**src/rtl/ama_riscv_dmem_arb_pkg.sv**
```systemverilog
// Shared types and region constants for the data-memory arbiter.
// Region decode maps the two top address bits onto DMEM, MMIO or unmapped.
package ama_riscv_dmem_arb_pkg;

    localparam logic [1:0] DMEM_RANGE = 2'b00;
    localparam logic [1:0] MMIO_RANGE = 2'b01;

    typedef enum logic [1:0] {
        TGT_DMEM = 2'd0,
        TGT_MMIO = 2'd1,
        TGT_NONE = 2'd2
    } tgt_e;

    typedef struct packed {
        logic [31:0] addr;
        logic        we;
        logic [3:0]  wmask;
        logic [31:0] wdata;
    } dmem_req_t;

    function automatic tgt_e region_decode(input logic [1:0] region);
        tgt_e t;
        if (region == DMEM_RANGE) begin
            t = TGT_DMEM;
        end else if (region == MMIO_RANGE) begin
            t = TGT_MMIO;
        end else begin
            t = TGT_NONE;
        end
        return t;
    endfunction

endpackage

```
**src/rtl/ama_riscv_dmem_arb_if.sv**
```systemverilog
// Requester-side bundle of the data-memory arbiter: two request channels and
// their response channels.
//
// Handshake: a request transfers in any cycle where reqN_valid && reqN_ready.
// The requester may hold or change its payload while not ready; nothing is
// remembered across cycles. ready never rises without valid. rspN_valid is a
// one-cycle pulse exactly one cycle after the transfer and cannot be stalled.
interface ama_riscv_dmem_arb_if;

    logic        req0_valid;
    logic        req0_ready;
    logic [31:0] req0_addr;
    logic        req0_we;
    logic [3:0]  req0_wmask;
    logic [31:0] req0_wdata;
    logic        rsp0_valid;
    logic [31:0] rsp0_rdata;
    logic        rsp0_err;

    logic        req1_valid;
    logic        req1_ready;
    logic [31:0] req1_addr;
    logic        req1_we;
    logic [3:0]  req1_wmask;
    logic [31:0] req1_wdata;
    logic        rsp1_valid;
    logic [31:0] rsp1_rdata;
    logic        rsp1_err;

    modport slave (
        input  req0_valid, req0_addr, req0_we, req0_wmask, req0_wdata,
        input  req1_valid, req1_addr, req1_we, req1_wmask, req1_wdata,
        output req0_ready, rsp0_valid, rsp0_rdata, rsp0_err,
        output req1_ready, rsp1_valid, rsp1_rdata, rsp1_err
    );

    modport master (
        output req0_valid, req0_addr, req0_we, req0_wmask, req0_wdata,
        output req1_valid, req1_addr, req1_we, req1_wmask, req1_wdata,
        input  req0_ready, rsp0_valid, rsp0_rdata, rsp0_err,
        input  req1_ready, rsp1_valid, rsp1_rdata, rsp1_err
    );

endinterface

```
**src/rtl/ama_riscv_rr_arb2.sv**
```systemverilog
// Two-way round-robin grant. last_grant is the only state; it moves only on
// an actual grant and resets to 1 so requester 0 wins the first contention.
module ama_riscv_rr_arb2 (
    input  logic       clk,
    input  logic       rst,
    input  logic [1:0] valid,
    output logic [1:0] grant,
    output logic       last_grant
);

    logic last_q;
    logic last_d;

    always_ff @(posedge clk) begin
        if (rst) begin
            last_q <= 1'b1;
        end else begin
            last_q <= last_d;
        end
    end

    always_comb begin
        last_d = last_q;
        if (grant[0]) begin
            last_d = 1'b0;
        end else if (grant[1]) begin
            last_d = 1'b1;
        end
    end

    // No grants while reset is held, even if requesters are valid.
    always_comb begin
        grant = 2'b00;
        if (!rst) begin
            case (valid)
                2'b01:   grant = 2'b01;
                2'b10:   grant = 2'b10;
                2'b11:   grant = last_q ? 2'b01 : 2'b10;
                default: grant = 2'b00;
            endcase
        end
    end

    assign last_grant = last_q;

endmodule

```
**src/rtl/ama_riscv_dmem_arb.sv**
```systemverilog
// Arbitrates core and loader requests onto DMEM / MMIO and steers the
// one-cycle-latency read data back to whichever requester owned the access.
module ama_riscv_dmem_arb
    import ama_riscv_dmem_arb_pkg::*;
#(
    parameter int DMEM_AW    = 12,
    parameter int MMIO_AW    = 6,
    parameter int REGION_LSB = 30
) (
    input  logic                 clk,
    input  logic                 rst,
    ama_riscv_dmem_arb_if.slave  bus,

    output logic                 dmem_en,
    output logic [3:0]           dmem_we,
    output logic [DMEM_AW-1:0]   dmem_addr,
    output logic [31:0]          dmem_wdata,
    input  logic [31:0]          dmem_rdata,

    output logic                 mmio_en,
    output logic [3:0]           mmio_we,
    output logic [MMIO_AW-1:0]   mmio_addr,
    output logic [31:0]          mmio_wdata,
    input  logic [31:0]          mmio_rdata,

    output logic                 dbg_last_grant
);

    dmem_req_t  req0;
    dmem_req_t  req1;
    dmem_req_t  sel;
    logic [1:0] valid;
    logic [1:0] grant;
    logic       any_grant;
    tgt_e       sel_tgt;

    assign req0 = '{addr: bus.req0_addr, we: bus.req0_we,
                    wmask: bus.req0_wmask, wdata: bus.req0_wdata};
    assign req1 = '{addr: bus.req1_addr, we: bus.req1_we,
                    wmask: bus.req1_wmask, wdata: bus.req1_wdata};
    assign valid = {bus.req1_valid, bus.req0_valid};

    ama_riscv_rr_arb2 u_rr_arb2 (
        .clk        (clk),
        .rst        (rst),
        .valid      (valid),
        .grant      (grant),
        .last_grant (dbg_last_grant)
    );

    assign bus.req0_ready = grant[0];
    assign bus.req1_ready = grant[1];
    assign any_grant      = |grant;

    assign sel     = grant[1] ? req1 : req0;
    assign sel_tgt = region_decode(sel.addr[REGION_LSB+1:REGION_LSB]);

    // Offset bits above the target's word range are dropped, so accesses wrap.
    logic unused_addr_bits;
    assign unused_addr_bits = ^sel.addr;

    always_comb begin
        dmem_en    = 1'b0;
        dmem_we    = 4'b0000;
        dmem_addr  = sel.addr[DMEM_AW+1:2];
        dmem_wdata = sel.wdata;
        mmio_en    = 1'b0;
        mmio_we    = 4'b0000;
        mmio_addr  = sel.addr[MMIO_AW+1:2];
        mmio_wdata = sel.wdata;
        if (any_grant) begin
            case (sel_tgt)
                TGT_DMEM: begin
                    dmem_en = 1'b1;
                    dmem_we = sel.we ? sel.wmask : 4'b0000;
                end
                TGT_MMIO: begin
                    mmio_en = 1'b1;
                    mmio_we = sel.we ? sel.wmask : 4'b0000;
                end
                default: begin
                    dmem_en = 1'b0;
                    mmio_en = 1'b0;
                end
            endcase
        end
    end

    logic pend_valid;
    logic pend_owner;
    tgt_e pend_target;
    logic pend_we;

    always_ff @(posedge clk) begin
        if (rst) begin
            pend_valid  <= 1'b0;
            pend_owner  <= 1'b0;
            pend_target <= TGT_NONE;
            pend_we     <= 1'b0;
        end else begin
            pend_valid <= any_grant;
            if (any_grant) begin
                pend_owner  <= grant[1];
                pend_target <= sel_tgt;
                pend_we     <= sel.we;
            end
        end
    end

    // A response pending when reset arrives is dropped, not delivered.
    logic        rsp_active;
    logic [31:0] rsp_rdata;
    logic        rsp_err;

    always_comb begin
        rsp_active = pend_valid && !rst;
        rsp_err    = (pend_target == TGT_NONE);
        rsp_rdata  = 32'h0;
        if (!pend_we) begin
            case (pend_target)
                TGT_DMEM: rsp_rdata = dmem_rdata;
                TGT_MMIO: rsp_rdata = mmio_rdata;
                default:  rsp_rdata = 32'h0;
            endcase
        end
    end

    always_comb begin
        bus.rsp0_valid = rsp_active && !pend_owner;
        bus.rsp1_valid = rsp_active &&  pend_owner;
        bus.rsp0_rdata = bus.rsp0_valid ? rsp_rdata : 32'h0;
        bus.rsp1_rdata = bus.rsp1_valid ? rsp_rdata : 32'h0;
        bus.rsp0_err   = bus.rsp0_valid && rsp_err;
        bus.rsp1_err   = bus.rsp1_valid && rsp_err;
    end

endmodule

```
**src/flat_wrapper.sv**
```systemverilog
// flat-port wrapper written by rule: the top's interface ports become plain ports
module ama_riscv_dmem_arb_flat import ama_riscv_dmem_arb_pkg::*;
#(
    parameter int DMEM_AW    = 12,
    parameter int MMIO_AW    = 6,
    parameter int REGION_LSB = 30
)
  (clk, rst, dmem_en, dmem_we, dmem_addr, dmem_wdata, dmem_rdata, mmio_en, mmio_we, mmio_addr, mmio_wdata, mmio_rdata, dbg_last_grant, bus_req0_valid, bus_req0_addr, bus_req0_we, bus_req0_wmask, bus_req0_wdata, bus_req1_valid, bus_req1_addr, bus_req1_we, bus_req1_wmask, bus_req1_wdata, bus_req0_ready, bus_rsp0_valid, bus_rsp0_rdata, bus_rsp0_err, bus_req1_ready, bus_rsp1_valid, bus_rsp1_rdata, bus_rsp1_err);
  ama_riscv_dmem_arb_if bus_i ();
  input  logic clk;
  input  logic rst;
  output logic dmem_en;
  output logic [3:0] dmem_we;
  output logic [DMEM_AW-1:0] dmem_addr;
  output logic [31:0] dmem_wdata;
  input  logic [31:0] dmem_rdata;
  output logic mmio_en;
  output logic [3:0] mmio_we;
  output logic [MMIO_AW-1:0] mmio_addr;
  output logic [31:0] mmio_wdata;
  input  logic [31:0] mmio_rdata;
  output logic dbg_last_grant;
  input wire logic [$bits(bus_i.req0_valid)-1:0] bus_req0_valid;
  input wire logic [$bits(bus_i.req0_addr)-1:0] bus_req0_addr;
  input wire logic [$bits(bus_i.req0_we)-1:0] bus_req0_we;
  input wire logic [$bits(bus_i.req0_wmask)-1:0] bus_req0_wmask;
  input wire logic [$bits(bus_i.req0_wdata)-1:0] bus_req0_wdata;
  input wire logic [$bits(bus_i.req1_valid)-1:0] bus_req1_valid;
  input wire logic [$bits(bus_i.req1_addr)-1:0] bus_req1_addr;
  input wire logic [$bits(bus_i.req1_we)-1:0] bus_req1_we;
  input wire logic [$bits(bus_i.req1_wmask)-1:0] bus_req1_wmask;
  input wire logic [$bits(bus_i.req1_wdata)-1:0] bus_req1_wdata;
  output wire logic [$bits(bus_i.req0_ready)-1:0] bus_req0_ready;
  output wire logic [$bits(bus_i.rsp0_valid)-1:0] bus_rsp0_valid;
  output wire logic [$bits(bus_i.rsp0_rdata)-1:0] bus_rsp0_rdata;
  output wire logic [$bits(bus_i.rsp0_err)-1:0] bus_rsp0_err;
  output wire logic [$bits(bus_i.req1_ready)-1:0] bus_req1_ready;
  output wire logic [$bits(bus_i.rsp1_valid)-1:0] bus_rsp1_valid;
  output wire logic [$bits(bus_i.rsp1_rdata)-1:0] bus_rsp1_rdata;
  output wire logic [$bits(bus_i.rsp1_err)-1:0] bus_rsp1_err;
  assign bus_i.req0_valid = bus_req0_valid;
  assign bus_i.req0_addr = bus_req0_addr;
  assign bus_i.req0_we = bus_req0_we;
  assign bus_i.req0_wmask = bus_req0_wmask;
  assign bus_i.req0_wdata = bus_req0_wdata;
  assign bus_i.req1_valid = bus_req1_valid;
  assign bus_i.req1_addr = bus_req1_addr;
  assign bus_i.req1_we = bus_req1_we;
  assign bus_i.req1_wmask = bus_req1_wmask;
  assign bus_i.req1_wdata = bus_req1_wdata;
  assign bus_req0_ready = bus_i.req0_ready;
  assign bus_rsp0_valid = bus_i.rsp0_valid;
  assign bus_rsp0_rdata = bus_i.rsp0_rdata;
  assign bus_rsp0_err = bus_i.rsp0_err;
  assign bus_req1_ready = bus_i.req1_ready;
  assign bus_rsp1_valid = bus_i.rsp1_valid;
  assign bus_rsp1_rdata = bus_i.rsp1_rdata;
  assign bus_rsp1_err = bus_i.rsp1_err;
  ama_riscv_dmem_arb #(.DMEM_AW(DMEM_AW), .MMIO_AW(MMIO_AW), .REGION_LSB(REGION_LSB)) u_core (.clk(clk), .rst(rst), .bus(bus_i), .dmem_en(dmem_en), .dmem_we(dmem_we), .dmem_addr(dmem_addr), .dmem_wdata(dmem_wdata), .dmem_rdata(dmem_rdata), .mmio_en(mmio_en), .mmio_we(mmio_we), .mmio_addr(mmio_addr), .mmio_wdata(mmio_wdata), .mmio_rdata(mmio_rdata), .dbg_last_grant(dbg_last_grant));
endmodule
```
**config.mk**
```make
export PLATFORM = sky130hd
export DESIGN_NAME = ama_riscv_dmem_arb_flat
export DESIGN_NICKNAME = d
export VERILOG_FILES = /design/src/rtl/ama_riscv_dmem_arb_pkg.sv /design/src/rtl/ama_riscv_dmem_arb_if.sv /design/src/rtl/ama_riscv_rr_arb2.sv /design/src/rtl/ama_riscv_dmem_arb.sv /design/src/flat_wrapper.sv
export SDC_FILE = /design/constraint.sdc
export NUM_CORES = 1
export LEC_CHECK = 0
export ABC_CLOCK_PERIOD_IN_PS = 1850
export BUFFER_PORTS_ARGS = -buffer_cell sky130_fd_sc_hd__buf_4
export CAP_MARGIN = 30
export CORE_AREA = 4 4 141 143
export DETAILED_ROUTE_END_ITERATION = 16
export DIE_AREA = 0 0 145 147
export HOLD_SLACK_MARGIN = 0.03
export SKIP_LAST_GASP = 1
export SYNTH_ARGS = -nofsm -noshare
export SYNTH_HDL_FRONTEND = slang
export SYNTH_SLANG_ARGS = --single-unit
```
**constraint.sdc**
```tcl
create_clock -name clk -period 1.85 [get_ports clk]
set_input_delay 0.2775 -clock clk [delete_from_list [all_inputs] [get_ports clk]]
set_output_delay 0.2775 -clock clk [all_outputs]
set_load 0.02 [all_outputs]
```
After elaboration in Yosys (flattened, before gate mapping)
Index checks and enable logic that the tools add are counted.
{ "word_totals": {"register_bits": 6, "in_bits": 206, "output_inout_bits": 163, "elab_cells": 45} }
{ "op_classes": {"n_eq_ne": 7, "n_mux": 21, "reduce_logical": 12} }
{ "ops": {"columns": ["op", "n"], "rows": [
  ["$mux 32", 3],
  ["$mux 69", 1],
  ["$pmux 32 s2", 1],
  ["$mux 4", 5],
  ["$eq 2x1->1 const B", 4],
  ["$mux 2", 4],
  ["$eq 2x2->1 const B", 3],
  ["$logic_not 2->1", 3],
  ["$mux 1", 6],
  ["$pmux 2 s3", 1],
  ["$logic_and 1x1->1", 5],
  ["$logic_not 1->1", 2],
  ["$reduce_bool 2->1", 1],
  ["$reduce_or 2->1", 1]
]} }

Depth between registers and ports, before layout
Gate-level depths: netlist of the first run.
{ "logic_depth": {"depth_word": 10, "ltp_mapped": 6} }

Hierarchy
Synthesis of the first run repeated with hierarchy kept, for this count alone.
{ "hier_totals": {"hier_cells": 304, "area_unflattened_um2": 2488.6} }
{ "modules_own_cells": {"columns": ["mod", "n_inst", "cells_each", "area_each_um2"], "rows": [
  ["ama_riscv_dmem_arb", 1, 297, 2428.6],
  ["ama_riscv_rr_arb2", 1, 7, 60.1]
]} }

Least setup slack after synthesis of the first run
Ideal clock, no wire load.
{ "synth_timing": {"kind": "reg2out", "start": "reg u_core.u_rr_arb2.last_q, in the netlist u_core.u_rr_arb2.last_grant", "end": "out mmio_we[0]", "t_arrival_ps": 1692, "slack_ps": -119, "path_stages_with_launch": 5, "path_buffers": 0, "cell_sequence": "dfxtp_1 -> and2b_1 -> o32ai_4 -> o211ai_2 -> nor3_1"} }
{ "synth_between": {"elab_chain_len": 10, "word_cells_on_any_way": 13} }
{ "synth_rtl": {"columns": ["element", "line", "text"], "rows": [
  ["start, declared", "ama_riscv_rr_arb2.sv:11", "logic last_q;"],
  ["start signal, assigned", "ama_riscv_rr_arb2.sv:18", "last_q <= last_d;"],
  ["$mux 2 (*)", "ama_riscv_rr_arb2.sv:38", "2'b11: grant = last_q ? 2'b01 : 2'b10;"],
  ["$pmux 2 s3 (*)", "ama_riscv_rr_arb2.sv:35", "case (valid)"],
  ["$mux 2 (*)", "ama_riscv_rr_arb2.sv:34", "if (!rst) begin"],
  ["$mux 69", "ama_riscv_dmem_arb.sv:55", "assign sel = grant[1] ? req1 : req0;"],
  ["$eq 2x1->1", "ama_riscv_dmem_arb_pkg.sv:25", "end else if (region == MMIO_RANGE) begin"],
  ["$mux 2", "ama_riscv_dmem_arb_pkg.sv:25", null],
  ["$mux 2", "ama_riscv_dmem_arb_pkg.sv:23", "if (region == DMEM_RANGE) begin"],
  ["$eq 2x1->1", "ama_riscv_dmem_arb.sv:72", "case (sel_tgt)"],
  ["$mux 4", "ama_riscv_dmem_arb.sv:72", null],
  ["$mux 4 (*)", "ama_riscv_dmem_arb.sv:71", "if (any_grant) begin"],
  ["end, declared", "flat_wrapper.sv:18", "output logic [3:0] mmio_we;"]
]} }
Mark *: on every way between the ends. The rest lies on a longest branch, timed or not.

Final worst setup path of the first run
{ "layout_timing": {"start": "reg u_core.u_rr_arb2.last_q, in the netlist u_core.u_rr_arb2.last_grant", "end": "out mmio_we[2]"} }
Same word-level chain as after synthesis.

==> impl_metrics.yaml, run 1 <==
floorplanning:
  coreArea_um2: 18600
  die_area_um2: 21300
  row_count: 50
  initial_core_util_pct: 13.0
  ios: 369
  die_x_um: 145
  die_h_um: 147
route:
  wirelength_mm: 11.4
  drtPass1Iterations: 4
  via_count: 3065
  wl_met2_mm: 6.19
  via_per_inst: 3.75
  drt-met1-wl_mm: 3.98
  drc_errors: 0
  drt-initial-drc-count: 124
  wl_met3_mm: 1.11
  wl_per_cell_um: 13.9
  highest_layer: "met4"
  detail-route-antenna-nets: 0
placed_design:
  numPortBuffers: 332
  hpwl_mm: 9.60
  gp_congestion: 0.745
  dpl_cell_area_um2: 4650
  post-place-ws_ps: -32.0
pwr:
  powerDensity_nw_per_um2: 342
  leakagePower_nw: 2.45
  vdd_drop_max_uv: 238
  total_power_mw: 1.71
worst_setup_path:
  critPathKind: "register to primary output"
  critPathMaxFanout: 36
  cp-end-kind: "primary output"
  required_ps: 1570
  crit_arrival_ps: 1740
  cp-start-kind: "register"
job:
  drv_cap: 0
timing:
  maxSlewHeadroom_pct: 76.4
  fin_skew_ps: 1.42
  maxSlewViolCount: 0
  rsz0062_at_grt: "true"
  fin_crit_ps: 2020
  fin_crit_sh_pct: 109
  fin_ws_ps: -168
  worstMarginPinSlew_ps: 352
  setup-violations-final: 91
  finalSetupTns_ps: -9880
  clock.fmax_ghz: 0.496
  hold_violations: 0
clock_network:
  cts_tree: "done"
  clk_path_buf_depth: 2
  numCtsBuffers: 3
  cts_max_level: 1
  clock_sinks: 6
  cts_root_buf: "clkbuf_16"
  clk_pin_slew_ps: 30
  clkLatencyLatePin_ps: 230
layout:
  antenna_cells: 0
  post-route-util_pct: 27.0
  drive_gt1_share_pct: 76.4
  stdcell_area_um2: 5010
  area_growth_pct: 107
  fin_nets: 792
global_routing:
  grt.total_usage_pct: 9.39
  antenna_found_initial: 0
  grt_max_degree: 37
  grt_pass1_vias: 3262
  grt_pass1_wl_mm: 16.8
  overflow: 0
synthesis:
  synth_cells: 330
  syn_nets: 536
  yosys_warnings: 0
  synth_seq_cells: 6
  synth_ff_type: "dfxtp_1"
  async_reset_ff_share_pct: 0
  synth.distinct_cells: 31
  ys_seq_area_share_pct: 4.97
  avgSynthCellArea_um2: 7.33
  synth_edf_count: 0
  synth_area_um2: 2420
outcome:
  status: "finished with violations"
  violations: "negative setup slack"
hold_path:
  hold_path.class: "input pin to register"
[what timing repair did]
action                     CTS  global route
gates resized for setup     44            16
setup buffers                4             3
setup endpoints to repair   92           116
pin swaps                    7             2
cloned                       1             1
hold buffers                 0             0
[layout make-up]
| cell class | count | area, µm² |
|---|---|---|
| fillers | 2005 | 13600 |
| repair buffers | 352 | 2820 |
| multi-input cells | 217 | 1680 |
| well taps | 234 | 293 |
| flip-flops and latches | 6 | 123 |
| clock buffers | 3 | 75.1 |
| inverters | 6 | 22.5 |
[metal layers]
metal / vias up / track usage (%)
li1: 1505 / -
met1: 1364 / 9.72
met5: - / 0
met3: 6 / 2.87
met4: 0 / 1.57
met2: 190 / 18.8
[cells in the mapped netlist, types with 2 or more instances]
| cell type | instances | share of area, % |
|---|---|---|
| buf_4 | 85 | 26 |
| nor2_1 | 75 | 12 |
| mux2_2 | 67 | 31 |
| nand2_1 | 33 | 5.1 |
| buf_2 | 11 | 2.3 |
| mux2_1 | 9 | 4.2 |
| nor3_1 | 9 | 1.9 |
| dfxtp_1 | 6 | 5.0 |
| inv_1 | 5 | 0.78 |
| mux2i_1 | 4 | 1.7 |
| o21ai_0 | 3 | 0.62 |
| a21boi_0 | 2 | 0.62 |
| clkbuf_1 | 2 | 0.31 |
| nand3_1 | 2 | 0.41 |
[cells by family (layout without fill, tap and decap cells)]
logic type	count (synthesis)	count (layout)	share of synthesized area, %
simple gates	126	126	21.8
buf+inv	107	361	31.2
mux	81	81	37.6
compound gates	10	10	4.45
flops	6	6	4.97
[per-stage QoR]
stage	hold slack, ps	std cells
2_1_floorplan	461	330
3_3_place_gp	495	809
3_5_place_dp	503	809
4_1_cts	323	817
5_1_grt	338	818
6_report	322	818
[registers in the layout (all words and copies together) (netlist names)]
signal and flops:
u_core.pend_we 1, u_core.pend_target 2, u_core.pend_owner 1, u_core.pend_valid 1, u_core.u_rr_arb2.last_grant 1
[power breakdown]
part	leakage, nW	internal [mW]	switching, mW	total, mW
clock	0.0370	0.277	0.0724	0.350
sequential	0.0500	0.140	0.00934	0.150
combinational	2.37	0.668	0.545	1.21
[worst max-delay path, cell delays in order (launching register included)]
cell and delay [ps]:
dfxtp_2 330, a21bo_4 230, nor2_8 120, buf_12 230
mux2i_2 320, nor3_2 80, buf_4 170
[cells in the final DEF (no fill, tap or decap), types with 2 or more instances in the layout]
cell type  instances
buf_4            321
nor2_1            74
mux2_2            54
nand2_1           33
buf_6             23
mux2_4            13
mux2_1             9
nor3_2             8
buf_12             5
inv_1              4
mux2i_2            4
clkbuf_16          4
dfxtp_1            4
o21ai_0            3
inv_2              2
nand3_1            2
a21boi_0           2
buf_8              2
dfxtp_2            2
[final timing paths]
path	startpoint	to	slack (ps)	cells after the start
setup / recovery	u_core.u_rr_arb2.last_grant	mmio_we[2]	-170	6
hold reg to reg	u_core.pend_target[0]	u_core.pend_target[0]	510	2
hold / removal	rst	u_core.pend_we	320	2
setup reg to reg	u_core.u_rr_arb2.last_grant	u_core.pend_target[0]	280	6
Note: power is estimated with default switching activity, not from simulation.
==> run 2, diff against run 1 <==
- SETUP_SLACK_MARGIN: default -> 0.05
==> run 2 against run 1 <==
  * The flow still finishes with violations (negative setup slack)
  * Count of clock-buffer cells in the layout unchanged
  * Combinational power up 4%
  * Non-clock buffer count up 14
  * Via count up 2.7%
  * Worst setup slack worse by 38 ps
  * Fmax down 1.9%
  * Critical endpoint is now dmem_wdata[8]
  * Largest power group unchanged
==> impl_metrics.yaml, run 2 (synthesized netlist as in run 1, its figures left out) <==
timing:
  setup-violations-final: 92
  maxSlewViolCount: 0
  worstMarginPinSlew_ps: 342
  clock.fmax_ghz: 0.486
  finalSetupTns_ps: -12900
  hold_violations: 0
  maxSlewHeadroom_pct: 76.7
  whs_ps: 326
  rsz0062_at_grt: "true"
  fin_crit_ps: 2060
  fin_ws_ps: -206
  fin_skew_ps: 0.848
  fin_crit_sh_pct: 111
global_routing:
  grtUsageMet2_pct: 17.9
  grt_max_degree: 35
  overflow: 0
  grt.total_usage_pct: 9.00
  grt_pass1_wl_mm: 16.1
  antenna_found_initial: 0
  grt_pass1_vias: 3240
  busiest_layer: "met2"
  grtUsageMet1_pct: 9.50
  met3_usage_pct: 2.90
pwr:
  p_sw_mw: 0.634
  seq_power_share_pct: 8.5
  vdd_drop_max_uv: 258
  comb_power_share_pct: 71.9
  powerDensity_nw_per_um2: 337
  leakagePower_nw: 2.56
  p_sw_share_pct: 36.1
  total_power_mw: 1.76
  clock_power_share_pct: 19.6
  p_int_mw: 1.12
placed_design:
  gp_congestion: 0.726
  dp.cells: 817
  hpwl_mm: 9.33
  dpl_cell_area_um2: 4800
  numPortBuffers: 332
  post-place-ws_ps: -73.9
layout:
  area_growth_pct: 116
  final_common_cell: "buf_4"
  register_area_um2: 125
  antenna_cells: 0
  drive_gt1_share_pct: 77.8
  fill_cells: 2024
  top_register: "u_core.pend_target"
  final_cell_mix: "buf_4 (329), nor2_1 (74), mux2_2 (63)"
  stdcell_area_um2: 5220
  multiInputGateArea_um2: 1690
  post-route-util_pct: 28.1
  fin_nets: 806
  final_cells: 832
  largest_register_ffs: 2
clock_network:
  clk_path_buf_depth: 2
  numCtsBuffers: 3
  clk_pin_slew_ps: 30
  cts_root_buf: "clkbuf_16"
  cts_tree: "done"
  clkLatencyLatePin_ps: 230
  clock_sinks: 6
  cts_max_level: 1
job:
  drv_cap: 0
floorplanning:
  initial_core_util_pct: 13.0
  row_count: 50
  die_area_um2: 21300
  ios: 369
  die_x_um: 145
  coreArea_um2: 18600
  die_h_um: 147
route:
  wirelength_mm: 11.4
  drtPass1Iterations: 4
  wl_per_cell_um: 13.8
  via_count: 3147
  detail-route-antenna-nets: 0
  drt-initial-drc-count: 31
  via_per_inst: 3.78
  drc_errors: 0
worst_setup_path:
  critPathKind: "register to primary output"
  critPathMaxFanout: 8
  required_ps: 1570
  cp-start-kind: "register"
  cp-end-kind: "primary output"
  crit_arrival_ps: 1780
outcome:
  status: "finished with violations"
  violations: "negative setup slack"
hold_path:
  hold_path.class: "input pin to register"
run 2: cell types whose count changed in the layout (fill, tap and decap cells not counted), moves of 2 or more:
cell | before | now
mux2_2 | 54 | 63
buf_4 | 321 | 329
mux2_1 | 9 | 3
nor3_2 | 8 | 2
nor3_4 | 0 | 6
buf_12 | 5 | 10
mux2_4 | 13 | 10
mux2i_2 | 4 | 1
buf_8 | 2 | 0
clkbuf_16 | 4 | 6
mux2i_1 | 0 | 2
run 2: final timing paths:
path / startpoint / endpoint / slack (ps) / depth (start not counted)
setup / recovery: u_core.u_rr_arb2.last_grant / dmem_wdata[8] / -210 / 6
setup reg to reg: u_core.u_rr_arb2.last_grant / u_core.pend_we / 90 / 8
hold / removal: rst / u_core.pend_we / 330 / 2
hold reg to reg: u_core.pend_we / u_core.pend_we / 540 / 2
run 2: critical path: stages, from the launching register on:
cell and delay (ps):
dfxtp_4 350, a21bo_4 240, nor2_8 150, buf_4 150, clkbuf_16 150, mux2_2 350
buf_4 160
run 2: power by group through the flow:
stage / logic [mW] / registers [mW] / clock network [mW]
2_1_floorplan: 0.731 / 0.149 / 0
3_3_place_gp: 1.16 / 0.150 / 0
3_5_place_dp: 1.17 / 0.150 / 0
4_1_cts: 1.19 / 0.148 / 0.351
5_1_grt: 1.34 / 0.151 / 0.362
6_report: 1.26 / 0.149 / 0.345
run 2: layout make-up:
cell class	instances	share of cell area, %
Clock buffer	3	1.44
Sequential cell	6	2.40
Tap cell	234	5.61
Multi-Input combinational cell	217	32.3
Timing Repair Buffer	366	57.8
Inverter	6	0.432
run 2: routing by layer:
metal	wire length [µm]	vias up
met5	0	-
met4	38	0
li1	-	1534
met3	1050	5
met1	4230	1415
met2	6130	193
run 2: what timing repair did:
item,CTS,global route
pin swaps,2,6
hold buffers,0,0
gates resized for setup,5,44
cloned,1,3
setup endpoints to repair,92,97
setup buffers,2,7
==> run 3, diff against run 2 <==
- CELL_PAD_IN_SITES_DETAIL_PLACEMENT: default -> 1
- CELL_PAD_IN_SITES_GLOBAL_PLACEMENT: default -> 2
- CORE_AREA: 4 4 141 143 -> default
- CORE_ASPECT_RATIO: default -> 0.5
- CORE_MARGIN: default -> 4
- CORE_UTILIZATION: default -> 12
- DIE_AREA: 0 0 145 147 -> default
- PLACE_DENSITY_LB_ADDON: default -> 0.1
==> run 3 against run 2 <==
  * The flow still finishes with violations (negative setup slack)
  * Final cell count grew 3.4%
  * Worst setup slack gained 29 ps
  * Clock skew is essentially flat
  * Global-route usage grew 1.4 points
  * Final area shrank 0.67%
  * Critical path depth grew 1
  * Fmax grew 1.4%
  * First-iteration DRC count grew 150%
  * Largest cell class unchanged
==> impl_metrics.yaml, run 3 (synthesized netlist as in run 1, its figures left out) <==
worst_setup_path:
  cp-end-kind: "primary output"
  reg2reg_to: "u_core.pend_we"
  crit_slowest_cell: "dfxtp_4"
  r2r_cells: 7
  critPathMaxFanout: 9
  r2r-start: "u_core.u_rr_arb2.last_grant"
  crit_arrival_ps: 1750
  startpoint: "u_core.u_rr_arb2.last_grant"
  cp-start-kind: "register"
  critPathKind: "register to primary output"
  critical_path_buf_inv_count: 3
  path_common_cell: "buf_12"
  crit_path_cell_trace: "a21bo_4 > nor2_8 > buf_12 > mux2i_4 > buf_12 > nor3_1 > buf_4"
  cpLargestDelayFamily: "buffers and inverters"
  critPathMaxStageDelay_ps: 350
  required_ps: 1570
  r2r_slack_ps: 270
placed_design:
  gp_congestion: 0.677
  dpl_cell_area_um2: 4830
  post-place-ws_ps: -66.5
  hpwl_mm: 10.9
  numPortBuffers: 332
clock_network:
  hold_buffers: 0
  clk_pin_slew_ps: 30
  clkLatencyLatePin_ps: 230
  numCtsBuffers: 3
  cts_tree: "done"
  cts_max_level: 1
  clock_sinks: 6
  clk_path_buf_depth: 2
  cts_root_buf: "clkbuf_16"
hold_path:
  worstHoldStart: "rst"
  hold_depth: 2
  min_to: "u_core.pend_we"
  hold_path.class: "input pin to register"
timing:
  setup-violations-final: 92
  maxSlewHeadroom_pct: 77.5
  fin_skew_ps: 0.654
  rsz0062_at_grt: "true"
  clock.fmax_ghz: 0.493
  finalSetupTns_ps: -9760
  fin_ws_ps: -177
  worstMarginPinSlew_ps: 334
  whs_ps: 327
  fin_crit_sh_pct: 110
  hold_violations: 0
  maxSlewViolCount: 0
  fin_crit_ps: 2030
route:
  via_count: 3120
  drtPass1Iterations: 4
  wl_per_cell_um: 15.4
  highest_layer: "met4"
  wirelength_mm: 13.3
  via_per_inst: 3.63
  wl_met3_um: 801
  drc_errors: 0
  drt-met1-wl_mm: 5.39
  wl_met2_mm: 7.00
  drt-initial-drc-count: 77
  detail-route-antenna-nets: 0
layout:
  fill_cells: 2388
  antenna_cells: 0
  top_register: "u_core.pend_target"
  area_growth_pct: 114
  final_cell_mix: "buf_4 (323), nor2_1 (74), mux2_2 (57)"
  fin_nets: 802
  register_area_um2: 128
  largest_register_ffs: 2
  stdcell_area_um2: 5180
  final_common_cell: "buf_4"
  multiInputGateArea_um2: 1670
  drive_gt1_share_pct: 76.8
floorplanning:
  row_count: 36
  initial_core_util_pct: 12.3
  die_x_um: 209
  die_h_um: 108
  die_area_um2: 22600
  ios: 369
  coreArea_um2: 19600
pwr:
  clock_power_share_pct: 19.8
  comb_power_share_pct: 71.6
  seq_power_share_pct: 8.6
  vdd_drop_max_uv: 199
  p_sw_share_pct: 36.0
  powerDensity_nw_per_um2: 336
  leakagePower_nw: 2.52
  p_int_mw: 1.11
  p_sw_mw: 0.626
global_routing:
  grt_pass1_wl_mm: 19.0
  overflow: 0
  grt_max_degree: 35
  antenna_found_initial: 0
  grt_pass1_vias: 3298
  grt.total_usage_pct: 10.4
outcome:
  violations: "negative setup slack"
  status: "finished with violations"
job:
  drv_cap: 0
-- run 3: worst max-delay path by stage --
stage                             to  cells after the start
after floorplan           dmem_we[0]                      4
after global placement    dmem_we[2]                      7
after detailed placement  dmem_we[2]                      7
after CTS                 mmio_we[0]                      6
after global routing      dmem_we[2]                      6
final                     dmem_we[0]                      7
-- run 3: repair_timing --
item                                    CTS  global route
endpoints found under the setup margin   92           137
resized for setup                        36            14
setup buffers                             5             5
endpoints found under the hold margin     0             0
gates cloned                              0             1
-- run 3: routing by layer --
metal	global-route usage (%)	up-vias
li1	-	1530
met1	12.6	1453
met2	19.4	131
met3	2.12	6
met4	1.58	0
met5	0	-
-- run 3: metrics by stage --
stage                     cells  utilization [%]  power (mW)
after detailed placement    846             24.6        1.33
after CTS                   854             25.8        1.74
after floorplan             330                -       0.880
after global routing        860             26.4        1.85
final                       860             26.4        1.74
after global placement      846             24.6        1.33
-- run 3: final cells by class --
type | count | area share, %
Clock buffer | 3 | 1.45
Inverter | 6 | 0.434
Sequential cell | 6 | 2.46
Multi-Input combinational cell | 217 | 32.1
Timing Repair Buffer | 362 | 57.1
Tap cell | 266 | 6.42
-- run 3: power groups by stage --
| stage | Clock, mW | Sequential (mW) | Combinational (mW) |
|---|---|---|---|
| global placement | 0 | 0.150 | 1.17 |
| detailed placement | 0 | 0.150 | 1.18 |
| CTS | 0.355 | 0.148 | 1.24 |
| global route | 0.360 | 0.151 | 1.34 |
| floorplan | 0 | 0.149 | 0.731 |
| finish | 0.345 | 0.149 | 1.25 |
